### src/rtl/loproc_clk_gate_ctrl_pkg.sv
// Shared definitions for the LoPROC v2 clock-gating controller: channel state
// encodings, the stats-counter width default and the hold-counter width helper.
package loproc_clk_gate_ctrl_pkg;

    typedef enum logic [1:0] {
        ST_RUN   = 2'd0,
        ST_HOLD  = 2'd1,
        ST_GATED = 2'd2,
        ST_WAKE  = 2'd3
    } ch_state_t;

    localparam int STAT_W_DEFAULT = 16;

    // Hold counter must represent IDLE_CYCLES; a zero-width counter is not allowed.
    function automatic int cnt_width(input int idle);
        return (idle < 1) ? 1 : $clog2(idle + 1);
    endfunction

endpackage

### src/rtl/loproc_icg_cell.sv
// Latch-based integrated clock gate: enable captured while src_clk is low,
// output is latch & src_clk, so no runt pulses. Maps onto a library ICG.
module loproc_icg_cell (
    input  logic src_clk,
    input  logic en,
    input  logic test_en,
    output logic gated_clk
);

    logic latch_q;

    always_latch begin
        if (!src_clk) latch_q <= en | test_en;
    end

    assign gated_clk = latch_q & src_clk;

endmodule

### src/rtl/loproc_clk_gate_ctrl.sv
// Multi-channel clock-gating controller with idle hysteresis and wake handshake.
// Optional per-channel gated-cycle counters: define LOPROC_CLK_GATE_STATS_EN.
module loproc_clk_gate_ctrl
    import loproc_clk_gate_ctrl_pkg::*;
#(
    parameter int NUM_CH      = 4,
    parameter int IDLE_CYCLES = 8,
    parameter int STAT_W      = STAT_W_DEFAULT
) (
    input  logic              src_clk,
    input  logic              rst,
    input  logic [NUM_CH-1:0] clk_req,
    input  logic              force_on,
    input  logic              test_en,
    output logic [NUM_CH-1:0] gated_clk,
    output logic [NUM_CH-1:0] clk_ack,
    output logic [NUM_CH-1:0] ch_gated
`ifdef LOPROC_CLK_GATE_STATS_EN
    ,
    input  logic                     stat_clr,
    output logic [NUM_CH*STAT_W-1:0] gated_cnt
`endif
);

    localparam int             CNT_W     = cnt_width(IDLE_CYCLES);
    localparam logic [CNT_W-1:0] IDLE_LOAD = CNT_W'(IDLE_CYCLES);

    ch_state_t         state     [NUM_CH];
    ch_state_t         state_nxt [NUM_CH];
    logic [CNT_W-1:0]  cnt       [NUM_CH];
    logic [CNT_W-1:0]  cnt_nxt   [NUM_CH];
    logic [NUM_CH-1:0] en;

    // Enable is registered from the next state so it settles a full low phase
    // before the ICG latch opens; reset keeps every clock running.
    always_ff @(posedge src_clk) begin
        for (int i = 0; i < NUM_CH; i++) begin
            if (rst) begin
                state[i] <= ST_RUN;
                cnt[i]   <= '0;
                en[i]    <= 1'b1;
            end else begin
                state[i] <= state_nxt[i];
                cnt[i]   <= cnt_nxt[i];
                en[i]    <= (state_nxt[i] != ST_GATED) | force_on;
            end
        end
    end

    always_comb begin
        for (int i = 0; i < NUM_CH; i++) begin
            state_nxt[i] = state[i];
            cnt_nxt[i]   = cnt[i];
            case (state[i])
                ST_RUN: begin
                    if (!clk_req[i]) begin
                        if (IDLE_CYCLES == 0) begin
                            state_nxt[i] = ST_GATED;
                        end else begin
                            state_nxt[i] = ST_HOLD;
                            cnt_nxt[i]   = IDLE_LOAD;
                        end
                    end
                end
                ST_HOLD: begin
                    if (clk_req[i]) begin
                        state_nxt[i] = ST_RUN;
                        cnt_nxt[i]   = '0;
                    end else if (cnt[i] == CNT_W'(1)) begin
                        state_nxt[i] = ST_GATED;
                        cnt_nxt[i]   = '0;
                    end else begin
                        cnt_nxt[i] = cnt[i] - CNT_W'(1);
                    end
                end
                ST_GATED: begin
                    if (clk_req[i]) state_nxt[i] = ST_WAKE;
                end
                ST_WAKE: begin
                    state_nxt[i] = ST_RUN;
                end
                default: begin
                    state_nxt[i] = ST_RUN;
                    cnt_nxt[i]   = '0;
                end
            endcase
        end
    end

    for (genvar g = 0; g < NUM_CH; g++) begin : g_ch
        assign clk_ack[g]  = (state[g] == ST_RUN) | (state[g] == ST_HOLD) | force_on;
        assign ch_gated[g] = (state[g] == ST_GATED);

        loproc_icg_cell u_icg (
            .src_clk   (src_clk),
            .en        (en[g]),
            .test_en   (test_en),
            .gated_clk (gated_clk[g])
        );
    end

`ifdef LOPROC_CLK_GATE_STATS_EN
    logic [STAT_W-1:0] stat_q [NUM_CH];

    // Counts edges the channel actually suppressed (en low), saturating.
    always_ff @(posedge src_clk) begin
        for (int i = 0; i < NUM_CH; i++) begin
            if (rst || stat_clr) begin
                stat_q[i] <= '0;
            end else if (!en[i] && (stat_q[i] != {STAT_W{1'b1}})) begin
                stat_q[i] <= stat_q[i] + STAT_W'(1);
            end
        end
    end

    for (genvar g = 0; g < NUM_CH; g++) begin : g_stat
        assign gated_cnt[g*STAT_W +: STAT_W] = stat_q[g];
    end
`endif

endmodule

### config.mk
export PLATFORM = sky130hd
export DESIGN_NAME = loproc_clk_gate_ctrl
export DESIGN_NICKNAME = d
export VERILOG_FILES = /design/src/rtl/loproc_clk_gate_ctrl_pkg.sv /design/src/rtl/loproc_icg_cell.sv /design/src/rtl/loproc_clk_gate_ctrl.sv
export SDC_FILE = /design/constraint.sdc
export NUM_CORES = 1
export LEC_CHECK = 0
export ABC_AREA = 1
export BUFFER_PORTS_ARGS = -buffer_cell sky130_fd_sc_hd__buf_2
export CORE_ASPECT_RATIO = 1.4
export CORE_MARGIN = 2
export CORE_UTILIZATION = 56
export CTS_BUF_LIST = sky130_fd_sc_hd__clkbuf_8
export DETAILED_ROUTE_END_ITERATION = 16
export PLACE_DENSITY = 0.79
export SKIP_CTS_REPAIR_TIMING = 1
export SLEW_MARGIN = 20
export SYNTH_ARGS = -nofsm -noshare
export SYNTH_HDL_FRONTEND = slang
export SYNTH_SLANG_ARGS = --single-unit
### constraint.sdc
create_clock -name src_clk -period 1.7 [get_ports src_clk]
set_input_delay 0.17 -clock src_clk [delete_from_list [all_inputs] [get_ports src_clk]]
set_output_delay 0.17 -clock src_clk [all_outputs]
set_load 0.01 [all_outputs]
### Yosys cells after proc, flatten, opt, wreduce, memory -nomap -nowiden

Memory sizes are Yosys's and may differ from the RTL's.
Cells that the tools add are included.

* shift-type cells: 0
* div/mod/pow operators: 0
* multiply operators: 0
* bitwise operators: 28
* eq/ne operators: 20
* reductions and logical operators: 4
* mux-type cells: 51
* order comparisons: 0
* add/sub/neg operators: 4

Operators by type and width (number)
* 4-bit 2-to-1 mux: 16
* 2-bit 2-to-1 mux: 20
* 2-bit case mux with 4 select lines: 4
* 4-bit case mux with 2 select lines: 4
* 1-bit OR: 24
* 2-bit == test, second input constant: 8
* 4-bit by 1-bit == test with 1-bit output, second input constant: 4
* 4-bit by 1-bit subtractor with 4-bit output, second input constant: 4
* 2-bit by 1-bit == test with 1-bit output, second input constant: 4
* 2-bit logical NOT: 4
* 2-bit != test, second input constant: 4
* 1-bit 2-to-1 mux: 7
* 1-bit AND: 4

* bits in writable memories: 24
* register bits after elaboration: 4
* memory bits (read-only): 0
* memories kept: 2
* latch bits: 4
* output and inout bits: 12
* input port bits: 8

Memory list
* cnt: depth 4, bits a word 4, read ports 4, clocked after memory_dff 0, wr ports 4, line loproc_clk_gate_ctrl.sv:30 `logic [CNT_W-1:0] cnt [NUM_CH];`
* state: depth 4, bits a word 2, read ports 4, clocked after memory_dff 0, wr ports 4, line loproc_clk_gate_ctrl.sv:28 `ch_state_t state [NUM_CH];`

### Logic depth before layout (Yosys ltp)

Gate-level depths: netlist of the first run.

* word-level depth: 6
* gate-level depth with buffers: 7
* depth with buffers taken out: 7

### Hierarchy

A second synthesis of the first run with hierarchy kept.

* cells, all modules: 224
* area, all modules: 1584.0 um2

By module, submodules not included
* loproc_clk_gate_ctrl: area an instance 1448.9 um2, seq. area each 560.5 um2, instances 1, cells an instance 200
* loproc_icg_cell: area an instance 33.8 um2, seq. area each 0.0 um2, instances 4, cells an instance 6

==> reports/qor_table.md, run 1 <==
| Quantity | This run |
|:---|:---|
| Result of the run | complete, but fails checks |
| Failing checks | negative setup slack |
| Final number of setup-violating endpoints | 8 |
| Initial antenna violation count | 0 |
| Worst path setup slack after routing | -0.312 ns |
| Detailed Route WL | 2.87 mm |
| Quantity of I/O buffers inserted on ports | 19 |
| Number of distinct standard cells referenced by the synthesized netlist | 24 |
| Critical-path cell list | nand2_1 > inv_1 > buf_2 |
| All-layer global routing usage | 21.2% |
| Number of vias after detailed routing | 1,364 |
| Leading post-synthesis cells by cell area | dfxtp_1, nand2_1, inv_1, nor2_1, ha_1 |
| Library cell contributing the largest single delay on the critical path | dlxtn_1 |
| Nets in the synthesized netlist | 236 |
| Horiz. Die Dim | 48.7 um |
| Antenna cells | 0 |
| Most utilized layer in the global route result | met2 |
| Final-layout worst hold slack | 0.105 ns |
| Global-route track usage on met2 | 36.6% |
| Antenna Violating Nets Remaining | 0 |
| Clk pwr share | 51.9% |
| Vias per Instance | 4.87 |
| Clk Latency, worst-skew pair | 0.37 ns |
| Data arrival time of the worst path | 1.84 ns |
| M1 GR Usage | 19.2% |
| Placed wire-length estimate | 1.97 mm |
| Post-Synthesis Cells | 220 |
| Family of cells with the greatest summed delay on the critical path | latches |
| Final worst clock skew | 0.00468 ns |
| Area share of the largest cell type after synthesis | 35.8% |
| Area inside the core boundary | 2640 um^2 |
| Setup slack of the most critical reg-to-reg path | 0.32 ns |
| Power density of the placed cells | 1080 nW/um^2 |
| Area of the die | 3240 um^2 |
| CP Capture Type | output pin |
| Internal power | 1.38 mW |
| Final hold vios | 0 |
| Fraction of power spent switching nets | 28.8% |
| Crit path kind | latch to output pin |
| Design Area, Final | 1790 um^2 |
| Required time of the critical path | 1.53 ns |
| Largest net degree at the start of global routing | 22 |
| Class of the tightest hold or removal check | primary input to flip-flop |
| Global-route wire length before repair | 5.11 mm |
| Category of the worst setup path launch point | latch |
| Relative area change from synthesis to final layout | 14.3% |
| Final max-slew violation count | 0 |
| GRT Residual Overflow | 0 |
| Tightest Pin Transition | 0.425 ns |
| Yosys warning total | 0 |
| Initial core utilization | 59.3% |
| Layout cell share with drive strength beyond 1 | 18.9% |
| Leakage | 0.824 nW |
| Post-detailed-route wirelength per cell | 10.3 um |
| Num rows | 22 |
| CP max FO | 1 |
| Met3 usage | 7.62% |
| Post-Synthesis Cell Area | 1570 um^2 |
| Sw power | 560 uW |
| Relative slew slack | 71.7% |
| Sequential cell fraction of total power | 40.0% |
| IR Drop Worst-Case VDD | 879 uV |
| Vert. Die Dim | 66.6 um |
| I/O Pins | 20 |
| Clock transition at the register clock pins on the worst setup and hold paths after CTS | 0.06 ns |
| Total number of nets in the final design | 260 |
| Max-cap check violation count | 0 |
| DRC violation count after routing | 0 |
| Combinational group share of total power | 8.1% |
| Setup repair after global routing missed its margin | yes |
| Final core utilization | 67.8% |
| Clock tree from TritonCTS | yes |
| TritonRoute pass-1 iters | 4 |
| Iteration-0 DRC count of the detailed router | 26 |
| Via count of the first global-routing pass | 1,371 |
| Post-synthesis cell type with the largest combined area | dfxtp_1 |
| Post-synthesis register bit count | 32 |
| Post-Place Cell Area | 1660 um^2 |
| Max incr delay on CP | 0.39 ns |
| Weighted congestion at the end of routability-driven global placement | 0.838 |
| Syn_area_per_cell | 7.13 um^2 |
| Total buffers and inverters traversed by the critical path | 2 |
## metal layers
| metal | share of wire, % | vias to the layer above | wire length, um |
|---|---|---|---|
| met3 | 4.1 | 8 | 119 |
| met4 | 2.7 | 0 | 77 |
| met2 | 51 | 23 | 1470 |
| li1 | - | 724 | - |
| met5 | 0 | - | 0 |
| met1 | 42 | 609 | 1200 |
## registers in the layout, summed over array words and instances, names as in the netlist
name,flops
en,4
state,8
g_ch.u_icg.latch_q,4
cnt,16
## cell usage after synthesis (all sizes together)
master / number
nand2: 45
inv: 36
nor2: 33
dfxtp: 28
a21oi: 20
o21ai: 12
nand3: 9
ha: 8
or2: 8
buf: 5
dlxtn: 4
xor2: 4
nand4: 3
nor3: 3
clkbuf: 1
nand3b: 1
## layout by cell type (no fill, tap or decap), types with 8 or more instances in the layout
cell,count
dfxtp_1,28
nand2_1,42
ha_1,8
buf_2,19
o21ai_0,12
a21oi_1,16
nor2_1,28
nand3_1,9
inv_1,34
clkbuf_8,9
## tightest hold or removal path, delay by kind of cell
| kind | cells | cell delay [ns] |
|---|---|---|
| simple gates | 2 | 0.12 |
| buf+inv | 1 | 0.09 |
| compound gates | 1 | 0.05 |
## cell families (layout without fill, tap and decap cells)
logic type      count (synthesis)  count (layout)  share of synthesized area [%]
simple gates                  102             102                           29.0
xor+xnor                        4               4                           2.23
flops                          28              28                           35.8
buf+inv                        42              66                           11.7
fa+ha+maj                       8               8                           6.38
compound gates                 32              32                           11.2
latches                         4               4                           3.83
## power groups by stage
stage	registers (mW)	clock network (mW)	logic (mW)
2_1_floorplan	0.786	0.265	0.124
3_3_place_gp	0.791	0.207	0.154
3_5_place_dp	0.791	0.207	0.157
4_1_cts	0.775	1.04	0.159
5_1_grt	0.780	1.11	0.184
6_report	0.775	1.01	0.157
## final cells by class
class	instances	area, um^2
Clock buffer	13	144
Clock inverter	6	22.5
Fill cell	254	851
Inverter	32	120
Multi-Input combinational cell	146	764
Sequential cell	32	621
Tap cell	36	45.0
Timing Repair Buffer	15	75.1
## through the flow
stage,setup TNS [ns],total power [mW],worst slack [ns],cells
after floorplan,0,1.17,0.128,220
after global placement,0,1.15,0.124,269
after detailed placement,0,1.16,0.120,269
after CTS,-1.30,1.97,-0.333,280
after global routing,-1.43,2.07,-0.360,280
final,-1.22,1.94,-0.312,280
## final timing paths
check / from / end / cells past startpoint
setup reg to reg: en[0] / g_ch[0].u_icg.latch_q / 1
hold reg to reg: cnt[2][1] / cnt[2][1] / 2
hold / removal: clk_req[0] / cnt[0][3] / 4
setup / recovery: g_ch[2].u_icg.latch_q / gated_clk[2] / 3
Note: power is estimated with default switching activity, not from simulation.
==> run 2: changes to the inputs <==
- CORE_UTILIZATION: 56 -> 53
- PLACE_DENSITY: 0.79 -> 0.78
- clock period: 1.7 -> 1.75 ns (I/O delays scaled with it)
==> run 2 against run 1 <==
Compared with the run above:
- the run still ends with negative setup slack left
- final cell count increased by 0.36%
- sequential share of layout area decreased by 0.29 points
- worst hold slack got worse by 0.015 ns
- critical path type unchanged
- sequential cell count unchanged
- first-iteration DRC count increased by 62%
- largest cell class unchanged
- routed wire length increased by 8.2%
- clock power increased by 9.9%
- global-route usage decreased by 1.2 points
- sequential power decreased by 2.8%
- clock-buffer cell count unchanged
==> reports/qor_table.md, run 2 (synthesis results as in run 1) <==
| Quantity | This run | vs previous |
|:---|:---|:---|
| Clock transition at the register clock pins on the worst setup and hold paths after CTS | 0.06 ns | about the same |
| CP Capture Type | output pin |  |
| Category of the worst setup path launch point | latch |  |
| Setup slack of the most critical reg-to-reg path | 0.33 ns | about the same |
| Reg2reg start | en[3] |  |
| Detailed Route WL | 3.11 mm | +8.2% |
| All-layer global routing usage | 20.1% | -1.2 points |
| Quantity of I/O buffers inserted on ports | 19 | unchanged |
| Max-cap check violation count | 0 | unchanged |
| Crit path kind | latch to output pin |  |
| Relative area change from synthesis to final layout | 15.5% |  |
| Power density of the placed cells | 1120 nW/um^2 | +3.0% |
| Area of the multi-input gates | 767 um^2 | +0.33% |
| Total number of nets in the final design | 260 | unchanged |
| Placed Instances | 270 | +0.37% |
| Vert. Die Dim | 68.4 um | +2.6% |
| Final max-slew violation count | 0 | unchanged |
| Post-Place Cell Area | 1660 um^2 | about the same |
| DRC violation count after routing | 0 | unchanged |
| Number of vias after detailed routing | 1,377 | +0.95% |
| Antenna cells | 0 | unchanged |
| Iteration-0 DRC count of the detailed router | 42 | +62% |
| Post-detailed-route wirelength per cell | 11.1 um | +7.8% |
| Max incr delay on CP | 0.39 ns | about the same |
| Antenna Violating Nets Remaining | 0 | unchanged |
| Weighted congestion at the end of routability-driven global placement | 0.818 | -2.5% |
| Total buffers and inverters traversed by the critical path | 2 | unchanged |
| GRT Residual Overflow | 0 | unchanged |
| Fill cell total of the finished layout | 263 | +3.5% |
| Initial antenna violation count | 0 | unchanged |
| Design Area, Final | 1810 um^2 | +1.0% |
| Via count of the first global-routing pass | 1,289 | -6.0% |
| IR Drop Worst-Case VDD | 879 uV | about the same |
| Final number of setup-violating endpoints | 8 | unchanged |
| Required time of the critical path | 1.57 ns | +0.04 ns |
| Relative slew slack | 72.3% | +0.65 points |
| Global-route wire length before repair | 4.97 mm | -2.6% |
| CP max FO | 1 | unchanged |
| Top reg by flops | cnt |  |
| Placed wire-length estimate | 2.06 mm | +4.9% |
| Initial core utilization | 55.0% | -4.3 points |
| R2R cell count | 1 | unchanged |
| Data arrival time of the worst path | 1.92 ns | +0.08 ns |
| Layout cell share with drive strength beyond 1 | 20.5% | +1.6 points |
| Leakage | 0.833 nW | +1.1% |
| Hold Crit Endpoint | cnt[3][0] |  |
| Number of flip-flops in the largest register | 16 | unchanged |
| TritonRoute pass-1 iters | 4 | unchanged |
| Final non-filler cell total | 281 | +0.36% |
| Library cell contributing the largest single delay on the critical path | dlxtn_1 |  |
| Setup repair after global routing missed its margin | yes |  |
| Area inside the core boundary | 2850 um^2 | +7.8% |
| Count of cell instances traversed by the critical path | 3 | unchanged |
| Highest-count cells in the layout ignoring fill and taps | nand2_1, inv_1, nor2_1, dfxtp_1, buf_2 |  |
| Failing checks | negative setup slack |  |
| I/O Pins | 20 | unchanged |
| Worst path setup slack after routing | -0.344 ns | -0.0318 ns |
| Worst R2R End | g_ch[3].u_icg.latch_q |  |
| Area of the die | 3420 um^2 | +5.3% |
| Pre-CTS worst setup slack | 0.139 ns | +0.0183 ns |
| Num rows | 23 | +4.5% |
| Critical-path cell list | nand2_1 > inv_1 > buf_2 |  |
| Launch instance of the worst min-delay path | clk_req[3] |  |
| Largest net degree at the start of global routing | 22 | unchanged |
| TNS Setup | -1.26 ns | -0.0399 ns |
| Clock tree from TritonCTS | yes |  |
| Clk Latency, worst-skew pair | 0.39 ns | +0.02 ns |
| Horiz. Die Dim | 50.0 um | +2.6% |
| Final hold vios | 0 | unchanged |
| Vias per Instance | 4.90 | +0.59% |
| Tightest Pin Transition | 0.415 ns | -0.00974 ns |
| Class of the tightest hold or removal check | primary input to flip-flop |  |
| Final worst clock skew | 0.00515 ns | +0.000477 ns |
| FF+latch area | 622 um^2 | +0.20% |
| Final core utilization | 63.5% | -4.3 points |
| Family of cells with the greatest summed delay on the critical path | latches |  |
| Cell count of the worst hold path | 4 | unchanged |
| Leading cell type in the layout, fill and taps excluded | nand2_1 |  |
| Result of the run | complete, but fails checks |  |
| Largest registers | cnt x16, state x8 |  |
| Final-layout worst hold slack | 0.0896 ns | -0.0149 ns |
| Overall power after layout | 2.02 mW | +4.1% |
run 2: cell types whose count changed in the layout (fill, tap and decap cells not counted), sizes merged:
cell / previous run / this run
clkinv: 2 / 1
inv: 36 / 37
run 2: worst min-delay path: stages:
cell and delay [ns]:
buf_2 0.12, nor2_4 0.05, inv_2 0.04, a21oi_1 0.05
run 2: cell type report:
cell class	count	share of cell area [%]
well taps	37	2.56
clock buffers	13	8.64
clock inverters	6	1.31
flip-flops and latches	32	34.3
multi-input cells	146	42.4
repair buffers	15	4.15
inverters	32	6.63
run 2: layer usage:
layer	routed length, um	share of wire, %	GRT usage (%)
met5	0	0	0
met4	73	2.3	12.8
met3	157	5.1	8.95
met2	1590	51	34.2
met1	1290	41	19.9
run 2: how the worst max path moves through the flow:
stage	startpoint	slack (ns)	to
floorplan	g_ch[0].u_icg.latch_q	0.15	gated_clk[0]
global placement	g_ch[1].u_icg.latch_q	0.14	gated_clk[1]
detailed placement	g_ch[2].u_icg.latch_q	0.14	gated_clk[2]
CTS	g_ch[3].u_icg.latch_q	-0.35	gated_clk[3]
global route	g_ch[2].u_icg.latch_q	-0.39	gated_clk[2]
finish	g_ch[2].u_icg.latch_q	-0.34	gated_clk[2]
run 2: where the power goes:
part	total, mW	internal, mW	switching [mW]	leakage [nW]
logic	0.154	0.0606	0.0939	0.440
clock network	1.11	0.618	0.493	0.130
registers	0.753	0.726	0.0278	0.263
==> run 3: changes to the inputs <==
--- a/config.mk
+++ b/config.mk
@@ -8,5 +8,4 @@
 export ABC_AREA = 1
 export BUFFER_PORTS_ARGS = -buffer_cell sky130_fd_sc_hd__buf_2
-export CORE_ASPECT_RATIO = 1.4
 export CORE_MARGIN = 2
 export CORE_UTILIZATION = 53
@@ -14,4 +13,5 @@
 export DETAILED_ROUTE_END_ITERATION = 16
 export PLACE_DENSITY = 0.78
+export SETUP_SLACK_MARGIN = 0.05
 export SKIP_CTS_REPAIR_TIMING = 1
 export SLEW_MARGIN = 20
==> constraint.sdc (replaced) <==
create_clock -name src_clk -period 1.75 [get_ports src_clk]
set_input_delay 0.2625 -clock src_clk [delete_from_list [all_inputs] [get_ports src_clk]]
set_output_delay 0.2625 -clock src_clk [all_outputs]
set_load 0.01 [all_outputs]
==> run 3 against run 2 <==
Compared with the run above:
- the run still ends with negative setup slack left
- die area down 0.18%
- critical endpoint is now gated_clk[0]
- non-clock buffer count unchanged
- combinational power about the same
- via count up 0.51%
- final area down 0.83%
==> reports/qor_table.md, run 3 (synthesis results as in run 1) <==
| Quantity | This run | vs previous |
|:---|:---|:---|
| Overall power after layout | 1.92 mW | -4.9% |
| GRT Residual Overflow | 0 | unchanged |
| Via count of the first global-routing pass | 1,278 | -0.85% |
| All-layer global routing usage | 22.2% | +2.2 points |
| Category of the worst setup path launch point | latch |  |
| Initial antenna violation count | 0 | unchanged |
| Failing checks | negative setup slack |  |
| Top reg by flops | cnt |  |
| Internal power | 1.35 mW | -3.9% |
| Crit path kind | latch to output pin |  |
| Fill cell total of the finished layout | 252 | -4.2% |
| Horiz. Die Dim | 58.4 um | +17% |
| Leading cell type in the layout, fill and taps excluded | nand2_1 |  |
| Final non-filler cell total | 276 | -1.8% |
| Clk pwr share | 52.7% | -2.3 points |
| Post-detailed-route wirelength per cell | 11.1 um | +0.76% |
| Max incr delay on CP | 0.41 ns | +0.02 ns |
| Area of the die | 3410 um^2 | -0.18% |
| Num rows | 19 | -17% |
| Library cell contributing the largest single delay on the critical path | dlxtn_2 |  |
| Antenna Violating Nets Remaining | 0 | unchanged |
| Tightest Pin Transition | 0.411 ns | -0.00473 ns |
| Antenna cells | 0 | unchanged |
| Clock tree from TritonCTS | yes |  |
| Largest net degree at the start of global routing | 22 | unchanged |
| Final worst clock skew | 0.00465 ns | -0.000504 ns |
| Weighted congestion at the end of routability-driven global placement | 0.826 | +1.0% |
| I/O Pins | 20 | unchanged |
| Placed wire-length estimate | 2.03 mm | -1.6% |
| Power density of the placed cells | 1070 nW/um^2 | -4.1% |
| Class of the tightest hold or removal check | primary input to flip-flop |  |
| Number of flip-flops in the largest register | 16 | unchanged |
| Worst path setup slack after routing | -0.405 ns | -0.0607 ns |
| DRC violation count after routing | 0 | unchanged |
| Highest-count cells in the layout ignoring fill and taps | nand2_1, inv_1, nor2_1, dfxtp_1, buf_2 |  |
| Setup repair after global routing missed its margin | yes |  |
| Design Area, Final | 1800 um^2 | -0.83% |
| Relative area change from synthesis to final layout | 14.5% |  |
| TNS Setup | -1.57 ns | -0.307 ns |
| Area inside the core boundary | 2780 um^2 | -2.4% |
| Clock transition at the register clock pins on the worst setup and hold paths after CTS | 0.06 ns | about the same |
| Final max-slew violation count | 0 | unchanged |
| Final-layout worst hold slack | 0.181 ns | +0.0911 ns |
| Sw power | 572 uW | -7.1% |
| Post-Place Cell Area | 1650 um^2 | -0.45% |
| Final hold vios | 0 | unchanged |
| Data arrival time of the worst path | 1.89 ns | -0.03 ns |
| Combinational group share of total power | 8.1% | +0.4 points |
| Detailed Route WL | 3.08 mm | -1.0% |
| Result of the run | complete, but fails checks |  |
| Required time of the critical path | 1.49 ns | -0.08 ns |
| IR Drop Worst-Case VDD | 1340 uV | +53% |
| Quantity of I/O buffers inserted on ports | 19 | unchanged |
| CP Capture Type | output pin |  |
| CP max FO | 1 | unchanged |
| Final number of setup-violating endpoints | 8 | unchanged |
| Total number of nets in the final design | 260 | unchanged |
| Fraction of power spent switching nets | 29.8% | -0.70 points |
| Number of vias after detailed routing | 1,384 | +0.51% |
| Largest registers | cnt x16, state x8 |  |
| Clk Latency, worst-skew pair | 0.40 ns | about the same |
| Initial core utilization | 56.4% | +1.3 points |
| Relative slew slack | 72.6% | +0.32 points |
| Iteration-0 DRC count of the detailed router | 82 | +95% |
| Sequential cell fraction of total power | 39.2% | +1.9 points |
| Layout cell share with drive strength beyond 1 | 20.4% | -0.084 points |
| Critical-path cell list | nand2_2 > inv_1 > buf_2 |  |
| TritonRoute pass-1 iters | 4 | unchanged |
| Placed Instances | 264 | -2.2% |
| Leakage | 0.832 nW | -0.12% |
| Vias per Instance | 5.01 | +2.3% |
| Vert. Die Dim | 58.4 um | -15% |
| Max-cap check violation count | 0 | unchanged |
| Global-route wire length before repair | 5.23 mm | +5.1% |
## run 3: final cells by class
cell class | count | area, um^2 | share of cell area, %
repair buffers | 15 | 75.1 | 4.18
flip-flops and latches | 32 | 624 | 34.8
well taps | 31 | 38.8 | 2.16
inverters | 32 | 120 | 6.69
clock inverters | 7 | 26.3 | 1.46
clock buffers | 13 | 144 | 8.01
multi-input cells | 146 | 767 | 42.7
## run 3: per-stage QoR
stage	util, %	setup slack [ns]
finish	64.6	-0.405
global route	64.6	-0.443
CTS	64.3	-0.437
detailed placement	59.5	0.0496
global placement	59.5	0.0555
floorplan	-	0.0601
## run 3: layer usage
layer / track usage (%) / wire length (um) / vias up
met4: 17.6 / 71 / 0
li1: - / - / 729
met1: 24.4 / 1400 / 604
met2: 31.1 / 1350 / 44
met3: 12.7 / 258 / 7
met5: 0 / 0 / -
## run 3: critical path: cells and delay by family (launching register included)
family                 cells  cell delay, ns
latches                    1            0.41
buffers and inverters      2            0.16
and+or+nand+nor            1            0.04
## run 3: final timing paths
path                           end  depth (start not counted)  slack [ns]             startpoint
max                   gated_clk[0]                          3       -0.40  g_ch[0].u_icg.latch_q
min                      cnt[3][0]                          4        0.18             clk_req[3]
min reg2reg              cnt[2][1]                          2        0.48              cnt[2][1]
max reg2reg  g_ch[2].u_icg.latch_q                          1        0.33                  en[2]
## run 3: power groups by stage
stage / Clock [mW] / Sequential (mW) / Combinational [mW]
after floorplan: 0.257 / 0.763 / 0.120
after global placement: 0.201 / 0.768 / 0.150
after detailed placement: 0.201 / 0.768 / 0.153
after CTS: 1.03 / 0.753 / 0.156
after global routing: 1.11 / 0.757 / 0.183
final: 1.01 / 0.753 / 0.155
